File: src/rtl/kyber_pkg.sv
// Shared definitions for the Kyber sampling datapath.
// Holds the polynomial geometry used by the CBD sampler sequencer, the
// derived counter widths, the sequencer state encoding and the command
// legality check.
package kyber_pkg;

  localparam int N             = 256;
  localparam int ETA           = 2;
  localparam int COEF_PER_WORD = 32 / (2 * ETA);
  localparam int KMAX          = 4;
  localparam int IN_PER_POLY   = N / (2 * COEF_PER_WORD);
  localparam int OUT_PER_POLY  = N / 2;

  // Counter widths sized to hold IN_PER_POLY*KMAX and OUT_PER_POLY*KMAX inclusive.
  localparam int NPOLY_W   = 3;
  localparam int IN_CNT_W  = 7;
  localparam int OUT_CNT_W = 10;
  localparam int ADDR_W    = 9;

  typedef enum logic [1:0] {
    ST_IDLE = 2'd0,
    ST_ARM  = 2'd1,
    ST_RUN  = 2'd2,
    ST_DONE = 2'd3
  } seq_state_t;

  // A command must request between one and KMAX polynomials.
  function automatic logic n_poly_legal(input logic [NPOLY_W-1:0] n);
    return (n >= 3'd1) && (n <= 3'(KMAX));
  endfunction

endpackage

File: src/rtl/cbd_seq.sv
// Sequencer for the dual-lane CBD sampler (eta=2).
// Accepts a command for 1..KMAX polynomials, moves 32-bit word pairs from the
// upstream XOF buffer through a one-entry buffer into the cbd block, and
// writes the returned coefficient pairs to polynomial RAM at sequential
// addresses {poly_idx, pair_idx}.
//
// Ports:
//   clk, reset              clock (rising edge), asynchronous active-low reset
//   start, n_poly, abort    command strobe, polynomial count, cancel
//   busy, done, err         status: busy, end-of-command pulse, bad-count pulse
//   src_valid/ready/data_*  upstream word-pair handshake
//   cbd_set                 cbd enable
//   cbd_din_*, cbd_readin,  input pair to cbd
//   cbd_ok_in
//   cbd_dout_*, cbd_ok_out, coefficient pair from cbd
//   cbd_readout
//   mem_we, mem_addr,       polynomial RAM write port
//   mem_wdata_*
module cbd_seq
  import kyber_pkg::*;
(
  input  logic                clk,
  input  logic                reset,
  input  logic                start,
  input  logic [NPOLY_W-1:0]  n_poly,
  input  logic                abort,
  output logic                busy,
  output logic                done,
  output logic                err,
  input  logic                src_valid,
  output logic                src_ready,
  input  logic [31:0]         src_data_1,
  input  logic [31:0]         src_data_2,
  output logic                cbd_set,
  output logic [31:0]         cbd_din_1,
  output logic [31:0]         cbd_din_2,
  output logic                cbd_readin,
  input  logic                cbd_ok_in,
  input  logic [15:0]         cbd_dout_1,
  input  logic [15:0]         cbd_dout_2,
  input  logic                cbd_ok_out,
  output logic                cbd_readout,
  output logic                mem_we,
  output logic [ADDR_W-1:0]   mem_addr,
  output logic [15:0]         mem_wdata_1,
  output logic [15:0]         mem_wdata_2
);

  seq_state_t            state_r, state_next_s;
  logic [IN_CNT_W-1:0]   total_in_r, in_cnt_r;
  logic [OUT_CNT_W-1:0]  total_out_r, out_cnt_r;
  logic                  in_buf_valid_r;
  logic [31:0]           in_buf_1_r, in_buf_2_r;
  logic                  mem_we_r;
  logic [ADDR_W-1:0]     mem_addr_r;
  logic [15:0]           mem_wdata_1_r, mem_wdata_2_r;
  logic                  err_r, cbd_set_r;

  logic run_s, start_ok_s, stay_run_s;
  logic src_ready_s, cbd_readout_s;
  logic src_fire_s, cbd_in_fire_s, cbd_out_fire_s;

  assign run_s          = (state_r == ST_RUN);
  assign start_ok_s     = start && n_poly_legal(n_poly);
  assign stay_run_s     = (state_next_s == ST_RUN);
  assign src_ready_s    = run_s && !in_buf_valid_r && (in_cnt_r < total_in_r);
  assign cbd_readout_s  = run_s && (out_cnt_r < total_out_r);
  assign src_fire_s     = src_valid && src_ready_s;
  assign cbd_in_fire_s  = in_buf_valid_r && cbd_ok_in;
  assign cbd_out_fire_s = cbd_readout_s && cbd_ok_out;

  // Next-state decode. out_cnt reaches total_out on the same edge that
  // registers the final write, so RUN leaves while that write is on the port.
  always_comb begin
    state_next_s = state_r;
    case (state_r)
      ST_IDLE: begin
        if (start_ok_s) state_next_s = ST_ARM;
        else            state_next_s = ST_IDLE;
      end
      ST_ARM: begin
        if (abort) state_next_s = ST_IDLE;
        else       state_next_s = ST_RUN;
      end
      ST_RUN: begin
        if (abort)                          state_next_s = ST_IDLE;
        else if (out_cnt_r == total_out_r)  state_next_s = ST_DONE;
        else                                state_next_s = ST_RUN;
      end
      ST_DONE: state_next_s = ST_IDLE;
      default: state_next_s = ST_IDLE;
    endcase
  end

  // State register.
  always_ff @(posedge clk or negedge reset) begin
    if (!reset) state_r <= ST_IDLE;
    else        state_r <= state_next_s;
  end

  // Command totals, latched when a legal start is accepted.
  always_ff @(posedge clk or negedge reset) begin
    if (!reset) begin
      total_in_r  <= '0;
      total_out_r <= '0;
    end else if ((state_r == ST_IDLE) && start_ok_s) begin
      total_in_r  <= IN_CNT_W'(n_poly) * IN_CNT_W'(IN_PER_POLY);
      total_out_r <= OUT_CNT_W'(n_poly) * OUT_CNT_W'(OUT_PER_POLY);
    end else begin
      total_in_r  <= total_in_r;
      total_out_r <= total_out_r;
    end
  end

  // Transfer counters; cleared whenever the sequencer leaves RUN (abort or finish).
  always_ff @(posedge clk or negedge reset) begin
    if (!reset) begin
      in_cnt_r  <= '0;
      out_cnt_r <= '0;
    end else if (!stay_run_s) begin
      in_cnt_r  <= '0;
      out_cnt_r <= '0;
    end else begin
      in_cnt_r  <= src_fire_s     ? in_cnt_r + 7'd1   : in_cnt_r;
      out_cnt_r <= cbd_out_fire_s ? out_cnt_r + 10'd1 : out_cnt_r;
    end
  end

  // One-entry input buffer between upstream and cbd. Fill and drain never
  // coincide because src_ready requires the buffer to be empty.
  always_ff @(posedge clk or negedge reset) begin
    if (!reset) begin
      in_buf_valid_r <= 1'b0;
      in_buf_1_r     <= '0;
      in_buf_2_r     <= '0;
    end else begin
      if (!stay_run_s)        in_buf_valid_r <= 1'b0;
      else if (src_fire_s)    in_buf_valid_r <= 1'b1;
      else if (cbd_in_fire_s) in_buf_valid_r <= 1'b0;
      else                    in_buf_valid_r <= in_buf_valid_r;
      if (src_fire_s) begin
        in_buf_1_r <= src_data_1;
        in_buf_2_r <= src_data_2;
      end else begin
        in_buf_1_r <= in_buf_1_r;
        in_buf_2_r <= in_buf_2_r;
      end
    end
  end

  // RAM write port: one cycle after each consumed cbd pair. A pair consumed
  // on the abort edge is dropped.
  always_ff @(posedge clk or negedge reset) begin
    if (!reset) begin
      mem_we_r      <= 1'b0;
      mem_addr_r    <= '0;
      mem_wdata_1_r <= '0;
      mem_wdata_2_r <= '0;
    end else begin
      mem_we_r <= cbd_out_fire_s && stay_run_s;
      if (cbd_out_fire_s) begin
        mem_addr_r    <= out_cnt_r[ADDR_W-1:0];
        mem_wdata_1_r <= cbd_dout_1;
        mem_wdata_2_r <= cbd_dout_2;
      end else begin
        mem_addr_r    <= mem_addr_r;
        mem_wdata_1_r <= mem_wdata_1_r;
        mem_wdata_2_r <= mem_wdata_2_r;
      end
    end
  end

  // Error pulse and cbd enable; cbd_set is high through RUN and DONE.
  always_ff @(posedge clk or negedge reset) begin
    if (!reset) begin
      err_r     <= 1'b0;
      cbd_set_r <= 1'b0;
    end else begin
      err_r     <= (state_r == ST_IDLE) && start && !n_poly_legal(n_poly);
      cbd_set_r <= (state_next_s == ST_RUN) || (state_next_s == ST_DONE);
    end
  end

  assign busy        = (state_r != ST_IDLE);
  assign done        = (state_r == ST_DONE);
  assign err         = err_r;
  assign src_ready   = src_ready_s;
  assign cbd_set     = cbd_set_r;
  assign cbd_din_1   = in_buf_1_r;
  assign cbd_din_2   = in_buf_2_r;
  assign cbd_readin  = in_buf_valid_r;
  assign cbd_readout = cbd_readout_s;
  assign mem_we      = mem_we_r;
  assign mem_addr    = mem_addr_r;
  assign mem_wdata_1 = mem_wdata_1_r;
  assign mem_wdata_2 = mem_wdata_2_r;

endmodule

File: config.mk
export PLATFORM = sky130hd
export DESIGN_NAME = cbd_seq
export DESIGN_NICKNAME = d
export VERILOG_FILES = /design/src/rtl/kyber_pkg.sv /design/src/rtl/cbd_seq.sv
export SDC_FILE = /design/constraint.sdc
export NUM_CORES = 1
export LEC_CHECK = 0
export CAP_MARGIN = 20
export CORE_MARGIN = 4
export CORE_UTILIZATION = 37
export CTS_BUF_LIST = sky130_fd_sc_hd__clkbuf_4 sky130_fd_sc_hd__clkbuf_8
export DETAILED_ROUTE_END_ITERATION = 10
export PLACE_DENSITY = 0.68
export SLEW_MARGIN = 20
export SYNTH_ARGS = -nofsm -noshare
export SYNTH_HDL_FRONTEND = slang
export SYNTH_SLANG_ARGS = --single-unit
File: constraint.sdc
create_clock -name clk -period 2.6 [get_ports clk]
set_input_delay 0.39 -clock clk [delete_from_list [all_inputs] [get_ports clk]]
set_output_delay 0.39 -clock clk [all_outputs]
set_load 0.02 [all_outputs]
==> impl_metrics.ini, run 1 <==
[clock_tree]
htree_num_levels = 4
path_clk_slew_ps = 80
cts_max_path_buffers = 2
cts_setup_buffers = 0
cts_tree = built
cts-root-buf = clkbuf_8
cts_sinks = 130
numCtsBuffers = 17
clock_latency_ps = 440

[setup_path]
worstPathRequired_ps = 2210
r2r.worst_path.cells = 6
rrSetupSlack_ps = 460
critPathMaxFanout = 5
crit_chain = ha_1 > nor2b_1 > o21a_1 > nor3_1 > dlygate4sd2_1
critical_path_arrival_ps = 1980
worst_setup_path_end_kind = output pin
cpPeakStageDelay_ps = 420
r2r-start = out_cnt_r[8]
crit_path_start_kind = flip-flop
critPathKind = reg -> out
r2r-end = mem_wdata_2[0]
cp_slowest_cell = dfrtp_1

[power]
pwr-share-comb_pct = 41.9
peakVddDrop_mv = 0.658
p_sw_share_pct = 32.3
p_sw_mw = 2.90
seq_power_share_pct = 35.4
clockPowerShare_pct = 22.6
p_int_mw = 6.08
powerDensity_nw_per_um2 = 1090
leakagePower_nw = 3.46

[timing]
finalCriticalPeriod_ps = 2370
tightestPinTransition_ps = 399
rsz0062_at_grt = no
setup_viol = 0
finClkSkew_ps = 9.31
fin_tns_setup_ps = 0
final.period_utilization_pct = 91.3
fmax_ghz = 0.421
finalHoldViolations = 0
slew_headroom_pct = 73.1
whs_ps = 500
slew_violations = 0

[detailed_routing]
drc = 0
final_antenna_net_count = 0
drt-total-wl_um = 13400
vias = 3855
dr.pass1.iters = 4
wire_per_inst_um = 17.0
via_per_inst = 4.89
drt_iter0_drc = 151

[cells_and_area]
n_antenna_cell = 0
syn_to_final_growth_pct = 55.6
layout_commonest_cell = clkdlybuf4s50_1
final_cell_mix = clkdlybuf4s50_1 (215), dfrtp_1 (130), mux2_2 (105)
finalNonFillerCells = 789
drive_above_1_share_pct = 25.3
final_nets = 710

[outcome]
run_status = finished clean

[grt]
overflow = 0
grt_first_pass_wirelength_um = 21800
antenna_found_initial = 0
grt_max_degree = 77
grt_pass1_vias = 4274
grtUsageTotal_pct = 17.2

[job]
drv.max_cap_violation_count = 0

[floorplan]
dieArea_um2 = 16200
std_cell_rows = 43
die_w_um = 127
initial_utilization_pct = 37.8
num_io_pins = 219
die_y_um = 127
core_area_um2 = 13900

[placement]
port_buffers = 218
placed_cells = 756
gp_congestion = 0.813
hpwl_um = 9910

[synth]
yosys_warnings = 0
yosysSeqAreaShare_pct = 61.7
synthCells = 367
syn_avg_cell_area_um2 = 14.4
synthesis.nets = 481
mappedNetlistArea_um2 = 5270
ys_ff_latch = 130
ys_types = 34

[hold_path]
hp-class = in -> async
cell usage after synthesis (all sizes together):
master / number / share of area (%)
dfrtp: 130 / 62
mux2: 105 / 22
a21oi: 18 / 1.7
o21ai: 15 / 1.4
or4: 11 / 1.6
buf: 9 / 1.1
o31ai: 9 / 1.3
ha: 8 / 1.9
inv: 8 / 0.57
nand3: 8 / 1.0
clkbuf: 7 / 0.50
nand2: 7 / 0.50
or3: 6 / 0.71
nand4: 5 / 0.59
nor2: 4 / 0.43
nand2b: 3 / 0.36
o21a: 2 / 0.28
and2: 1 / 0.12
and4: 1 / 0.17
and4bb: 1 / 0.24
mux2i: 1 / 0.19
nor2b: 1 / 0.12
nor3: 1 / 0.095
nor3b: 1 / 0.14
nor4b: 1 / 0.17
o211ai: 1 / 0.14
or3b: 1 / 0.17
or4bb: 1 / 0.21
xor2: 1 / 0.17
power groups by stage:
stage	Sequential, mW	Clock (mW)	Combinational [mW]
after floorplan	4.13	0	0.832
after global placement	3.17	0	3.76
after detailed placement	3.22	0	3.80
after CTS	3.19	2.10	3.82
after global routing	3.28	2.19	4.00
final	3.18	2.03	3.76
critical path: cells and delay by family (launching register included):
kind	cells	cell delay [ps]
flip-flops	1	420
buffers and inverters	1	360
adder cells (fa/ha/maj)	1	300
AND/OR/NAND/NOR	2	280
AO/OA/AOI/OAI	1	180
state kept, by name, summed over array words and instances, names as in the netlist:
name,flops
mem_wdata_1,16
mem_wdata_2,16
state_r,1
cbd_set,1
in_cnt_r,7
out_cnt_r,10
mem_we,1
cbd_readin,1
total_out_r,3
cbd_din_2,32
err,1
cbd_din_1,32
mem_addr,9
worst max-delay path by stage:
| stage | startpoint | to | slack (ps) |
|---|---|---|---|
| detailed placement | abort | out_cnt_r[6] | 380 |
| global route | out_cnt_r[8] | cbd_readout | 70 |
| floorplan | out_cnt_r[8] | cbd_readout | 390 |
| global placement | abort | out_cnt_r[8] | 410 |
| finish | out_cnt_r[8] | cbd_readout | 230 |
| CTS | total_out_r[8] | src_ready | 40 |
through the flow:
stage | total power [mW] | util [%] | worst slack (ps) | cell area [um^2]
floorplan | 4.96 | - | 392 | 5270
global placement | 6.94 | 55.3 | 414 | 7700
detailed placement | 7.02 | 55.3 | 377 | 7700
CTS | 9.12 | 58.8 | 43.4 | 8190
global route | 9.46 | 58.9 | 68.9 | 8200
finish | 8.98 | 58.9 | 227 | 8200
final cells by class:
cell class                      instances  area, um^2
Clock buffer                           23         304
Inverter                                8        30.0
Multi-Input combinational cell        213        1920
Tap cell                              180         225
Clock inverter                          9         175
Fill cell                            1115        5730
Timing Repair Buffer                  226        2290
Sequential cell                       130        3250
repair_timing:
item | CTS | global route
hold buffers | 1 | 0
resized for setup | 2 | 3
gates cloned | 0 | 0
endpoints found under the hold margin | 124 | 0
setup endpoints to repair | 2 | 1
cell families after synthesis:
family                     share of synthesized area [%]
adders and majority gates                           1.90
and+or+nand+nor                                     6.64
AOI/OAI and AO/OA                                   4.84
buffers and inverters                               2.14
xor gates and xnor gates                           0.166
DFF                                                 61.7
muxes                                               22.6
routing by layer:
layer  part of all wire (%)  wire [um]  global-route usage (%)
met5                      0          0                       0
met4                    2.4        325                    7.95
met3                    9.5       1270                    7.73
met2                     51       6840                    28.2
met1                     37       4960                    19.1
(Power assumes the default switching activity.)
==> run 2: changes to the inputs <==
--- a/config.mk
+++ b/config.mk
@@ -5,12 +5,13 @@
 export SDC_FILE = /design/constraint.sdc
 export NUM_CORES = 1
 export LEC_CHECK = 0
+export ABC_AREA = 1
 export CAP_MARGIN = 20
 export CORE_MARGIN = 4
 export CORE_UTILIZATION = 37
 export CTS_BUF_LIST = sky130_fd_sc_hd__clkbuf_4 sky130_fd_sc_hd__clkbuf_8
 export DETAILED_ROUTE_END_ITERATION = 10
-export PLACE_DENSITY = 0.68
+export PLACE_DENSITY = 0.67
 export SLEW_MARGIN = 20
 export SYNTH_ARGS = -nofsm -noshare
 export SYNTH_HDL_FRONTEND = slang
==> run 2 against run 1 <==
Effect of this change:
- combinational power is 5% lower
- critical path depth grew 1
- sequential share of layout area decreased by 0.11 points
- synthesized cell count increased by 79%
- first-iteration DRC count increased by 70%
- critical endpoint unchanged
- via count is 25% higher
- largest cell class unchanged
- fmax up 3.0%
- design area rose by 0.29%
==> impl_metrics.ini, run 2 <==
[cells_and_area]
final_cell_mix = nand2_1 (366), clkdlybuf4s50_1 (215), dfrtp_1 (130)
layout_commonest_cell = nand2_1
n_antenna_cell = 0
final_nets = 989
drive_above_1_share_pct = 6.45
syn_to_final_growth_pct = 48.1
nFillCells = 1357

[timing]
rsz0062_at_grt = no
slew_headroom_pct = 63.7
fin_tns_setup_ps = 0
finalHoldViolations = 0
slew_violations = 0
final.period_utilization_pct = 88.6
finalCriticalPeriod_ps = 2300
fmax_ghz = 0.434
tightestPinTransition_ps = 544
finalWorstSetupSlack_ps = 296
setup_viol = 0
finClkSkew_ps = 9.85

[power]
peakVddDrop_mv = 0.488
power_mw = 8.31
powerDensity_nw_per_um2 = 1010
leakagePower_nw = 4.06

[setup_path]
r2r-start = total_out_r[9]
worst_setup_path_end_kind = output pin
crit_family = buffers and inverters
cpPeakStageDelay_ps = 380
critical_path_arrival_ps = 1910
critPathKind = reg -> out
r2r.worst_path.cells = 8
crit_path_start_kind = flip-flop
r2r-end = cbd_din_2[21]
crit_buf_inv = 2
critPathMaxFanout = 3
worstPathRequired_ps = 2210
rrSetupSlack_ps = 620
crit_chain = inv_1 > ha_1 > nand2_1 > nand3_1 > nor2_1 > dlygate4sd2_1
cp_slowest_cell = dlygate4sd2_1

[hold_path]
whs_endpoint = cbd_din_2[17]
holdPathStages = 2
hp-class = reg -> reg
min_from = cbd_din_2[17]

[floorplan]
num_io_pins = 219
initial_utilization_pct = 37.9
core_area_um2 = 14600
die_w_um = 131
die_y_um = 131
dieArea_um2 = 17000
std_cell_rows = 44

[job]
drv.max_cap_violation_count = 0

[grt]
grt_max_degree = 57
overflow = 0
top_usage_layer = met2
grtUsageTotal_pct = 17.0
antenna_found_initial = 0
grt_first_pass_wirelength_um = 22700
use_met2_pct = 25.3
grt_pass1_vias = 4566
met3_usage_pct = 6.46
use_met1_pct = 22.8

[detailed_routing]
drc = 0
drt-total-wl_um = 14600
final_antenna_net_count = 0
drt_iter0_drc = 256
wire_per_inst_um = 13.7
vias = 4805
dr.pass1.iters = 4
via_per_inst = 4.50

[placement]
hpwl_um = 10500
dp_worst_setup_slack_ps = 468
gp_congestion = 0.784
port_buffers = 218

[synth]
synth_area_leader_cell = dfrtp_1
synthesis.nets = 770
ys_async_sr_fraction_pct = 100
synth_top_area_share_pct = 58.6
ys_ff_latch = 130
synthCells = 656
synthTopCellsByCount = nand2_1 (367), dfrtp_1 (130), nor2_1 (32)
yosysMostFrequentCell = nand2_1
yosysSeqAreaShare_pct = 58.6
mappedNetlistArea_um2 = 5550
synth_edf_count = 0
syn_avg_cell_area_um2 = 8.46
ys_types = 25
yosys_most_used_dff = dfrtp_1
yosys_warnings = 0
ys_top_cells_by_area = dfrtp_1 (59%), nand2_1 (25%), nor2_1 (2.2%), buf_6 (2.0%), inv_1 (2.0%)

[clock_tree]
cts_sinks = 130
path_clk_slew_ps = 70
clock_latency_ps = 420
cts_max_path_buffers = 2
cts_tree = built
cts-root-buf = clkbuf_8
numCtsBuffers = 17
htree_num_levels = 4

[outcome]
run_status = finished clean
run 2: changes by cell type in the layout (fill, tap and decap cells not counted), moves of 4 or more:
cell and change:
o21ai_0 -4, or4_1 -10, a21oi_1 -11, mux2_2 -105
or3_1 -6, inv_1 +21, nand2_1 +360, inv_2 +4
nor2_1 +31, o31ai_1 -9, nand3_1 +10, bufinv_16 -4
run 2: what timing repair did:
action | 4_1_cts | 5_1_grt
buffers inserted | 0 | 0
setup endpoints to repair | 2 | 0
endpoints found under the hold margin | 37 | 0
hold buffers | 1 | 0
resized for setup | 2 | 0
run 2: cell type report:
| cell class | count | area, um^2 | share of cell area (%) |
|---|---|---|---|
| flip-flops and latches | 130 | 3250 | 39.5 |
| repair buffers | 227 | 2300 | 27.9 |
| multi-input cells | 465 | 1960 | 23.9 |
| clock buffers | 22 | 297 | 3.61 |
| well taps | 184 | 230 | 2.80 |
| inverters | 34 | 128 | 1.55 |
| clock inverters | 6 | 57.6 | 0.700 |
run 2: report_power, final:
part           switching, mW  internal, mW  leakage (nW)
logic                   1.88          1.71          2.20
clock network          0.727         0.840         0.186
registers              0.391          2.77          1.67
total                   3.00          5.32          4.06
run 2: cells by family (layout without fill, tap and decap cells):
family	after synthesis	after routing	share of synthesized area [%]
AOI/OAI and AO/OA	20	20	1.85
xor gates and xnor gates	1	1	0.158
adders and majority gates	8	8	1.80
buffers and inverters	61	289	6.20
DFF	130	130	58.6
and+or+nand+nor	436	436	31.4
run 2: worst max path at each step:
stage	from	end	slack, ps	cells past startpoint
after global placement	total_out_r[9]	cbd_readout	470	6
after floorplan	total_out_r[9]	cbd_din_1[0]	1000	10
after CTS	total_out_r[9]	src_ready	250	6
after global routing	total_out_r[9]	src_ready	120	6
final	total_out_r[9]	cbd_readout	300	6
after detailed placement	total_out_r[9]	cbd_readout	470	6
run 2: per-stage QoR:
stage	instance area (um^2)	hold slack [ps]	util [%]	instances
floorplan	5550	94.4	-	656
global placement	7860	411	53.7	1039
detailed placement	7860	409	53.7	1039
CTS	8230	457	56.2	1068
global route	8230	462	56.2	1068
finish	8230	469	56.2	1068
run 2: tightest hold or removal path, cell delays in order, from the launching register on:
cell	delay, ps
dfrtp_1	340
nand2_1	50
nand2_1	50
run 2: metal layers:
metal	part of all wire (%)	wire (um)
met5	0	0
met1	45	6580
met3	10	1470
met4	2.2	321
met2	43	6220
==> run 3: changes to the inputs <==
--- a/config.mk
+++ b/config.mk
@@ -6,12 +6,14 @@
 export NUM_CORES = 1
 export LEC_CHECK = 0
 export ABC_AREA = 1
+export ABC_CLOCK_PERIOD_IN_PS = 2600
 export CAP_MARGIN = 20
 export CORE_MARGIN = 4
 export CORE_UTILIZATION = 37
 export CTS_BUF_LIST = sky130_fd_sc_hd__clkbuf_4 sky130_fd_sc_hd__clkbuf_8
 export DETAILED_ROUTE_END_ITERATION = 10
 export PLACE_DENSITY = 0.67
+export REMOVE_ABC_BUFFERS = 1
 export SLEW_MARGIN = 20
 export SYNTH_ARGS = -nofsm -noshare
 export SYNTH_HDL_FRONTEND = slang
==> run 3 against run 2 <==
Effect of this change:
- routed wire length shrank 0.53%
- fmax grew 8.2%
- global-route usage is essentially flat
- hold slack lost 39 ps
- die area is the same
- sequential power is essentially flat
- worst setup slack gained 170 ps
- total power grew 2.7%
- critical path depth is the same
- cell count grew 0.47%
- sequential share of layout area shrank 0.23 points
- largest cell class unchanged
==> impl_metrics.ini, run 3 (synthesis results as in run 2) <==
[cells_and_area]
post-route-util_pct = 56.5
drive_above_1_share_pct = 6.97
nFillCells = 1342
final_cell_mix = nand2_1 (366), clkdlybuf4s50_1 (215), dfrtp_1 (130)
layout_commonest_cell = nand2_1
final_nets = 993
n_antenna_cell = 0
syn_to_final_growth_pct = 49.0
multi_input_area_um2 = 1960
final-seq-area_um2 = 3250

[timing]
slew_violations = 0
finalCriticalPeriod_ps = 2130
setup_viol = 0
rsz0062_at_grt = no
fin_tns_setup_ps = 0
tightestPinTransition_ps = 521
fmax_ghz = 0.470
finClkSkew_ps = 13.2
finalHoldViolations = 0
final.period_utilization_pct = 81.9
slew_headroom_pct = 65.2

[floorplan]
dieArea_um2 = 17000
core_area_um2 = 14600
std_cell_rows = 44
die_w_um = 131
initial_utilization_pct = 37.9
num_io_pins = 219
die_y_um = 131

[setup_path]
r2r-start = out_cnt_r[8]
crit_path_start_kind = flip-flop
worstPathRequired_ps = 2210
crit_chain = inv_1 > ha_1 > a21oi_1 > nand3_2 > inv_2 > dlymetal6s2s_1
critPathKind = reg -> out
worst_setup_path_end_kind = output pin
critPathMaxFanout = 2
critical_path_arrival_ps = 1740
cp_slowest_cell = dfrtp_1
critical_path.startpoint = total_out_r[9]
cpPeakStageDelay_ps = 340

[clock_tree]
cts_max_path_buffers = 2
cts-root-buf = clkbuf_8
cts_setup_buffers = 0
path_clk_slew_ps = 80
clock_latency_ps = 430
cts_sinks = 130
numCtsBuffers = 17
htree_num_levels = 4
cts_tree = built

[detailed_routing]
wire_per_inst_um = 13.5
final_antenna_net_count = 0
wl_met2_um = 6680
route.met3.wl_um = 1100
vias = 4751
met1Wirelength_um = 6400
via_per_inst = 4.43
top_layer = met4
drt-total-wl_um = 14500
dr.pass1.iters = 4
drc = 0
drt_iter0_drc = 244

[power]
leakagePower_nw = 4.11
peakVddDrop_mv = 0.589
powerDensity_nw_per_um2 = 1030

[hold_path]
hp-class = in -> async

[placement]
hpwl_um = 10400
gp_congestion = 0.791
port_buffers = 218

[grt]
grtUsageTotal_pct = 16.9
antenna_found_initial = 0
grt_first_pass_wirelength_um = 22800
grt_pass1_vias = 4520
overflow = 0
grt_max_degree = 61

[job]
drv.max_cap_violation_count = 0

[outcome]
run_status = finished clean
-- run 3: cell count changes in the layout (fill, tap and decap cells not counted), sizes merged --
| cell | delta |
|---|---|
| dlygate4sd2 | -2 |
| clkinvlp | -1 |
| dlymetal6s2s | +2 |
| bufinv | +2 |
| clkbuf | +1 |
| clkinv | -1 |
| buf | +4 |
-- run 3: layout make-up --
type | instances | share of cell area (%)
clock inverters | 6 | 1.27
multi-input cells | 465 | 23.7
well taps | 184 | 2.78
repair buffers | 231 | 27.8
clock buffers | 23 | 3.60
inverters | 34 | 1.54
flip-flops and latches | 130 | 39.3
-- run 3: through the flow --
stage | hold slack, ps | area [um^2] | std cells | power, mW | setup slack [ps]
4_1_cts | 396 | 8270 | 1073 | 8.66 | 35.4
3_3_place_gp | 341 | 7860 | 1043 | 6.80 | 520
3_5_place_dp | 341 | 7860 | 1043 | 6.83 | 526
5_1_grt | 451 | 8270 | 1073 | 9.05 | 326
6_report | 430 | 8270 | 1073 | 8.54 | 471
2_1_floorplan | 94.4 | 5340 | 629 | 4.82 | -129
-- run 3: final timing paths --
check,to,slack [ps],depth (start not counted)
max,src_ready,470,6
min,cbd_din_1[21],430,2
max reg2reg,out_cnt_r[9],710,10
min reg2reg,cbd_din_1[5],470,2
max in group asynchronous,in_cnt_r[3],1460,3
min in group clk,cbd_din_1[5],470,2
-- run 3: where the power goes --
group	switching, mW	internal [mW]
sequential	0.394	2.77
clock	0.738	1.04
combinational	1.89	1.71
total	3.02	5.51
-- run 3: worst max-delay path: cells and delay by family, from the launching register on --
kind / cells / cell delay (ps)
DFF: 1 / 340
adders and majority gates: 1 / 310
and+or+nand+nor: 1 / 130
AOI/OAI and AO/OA: 1 / 170
buffers and inverters: 3 / 380
-- run 3: routing by layer --
| layer | vias to the layer above | GRT usage (%) |
|---|---|---|
| met3 | 22 | 5.28 |
| li1 | 2433 | - |
| met1 | 2152 | 22.8 |
| met5 | - | 0 |
| met2 | 144 | 25.5 |
| met4 | 0 | 7.14 |
-- run 3: timing repair --
item                                    in CTS  in global routing
gates resized for setup                      0                  2
hold buffers                                 1                  0
endpoints found under the setup margin       0                  2
endpoints found under the hold margin       25                  0
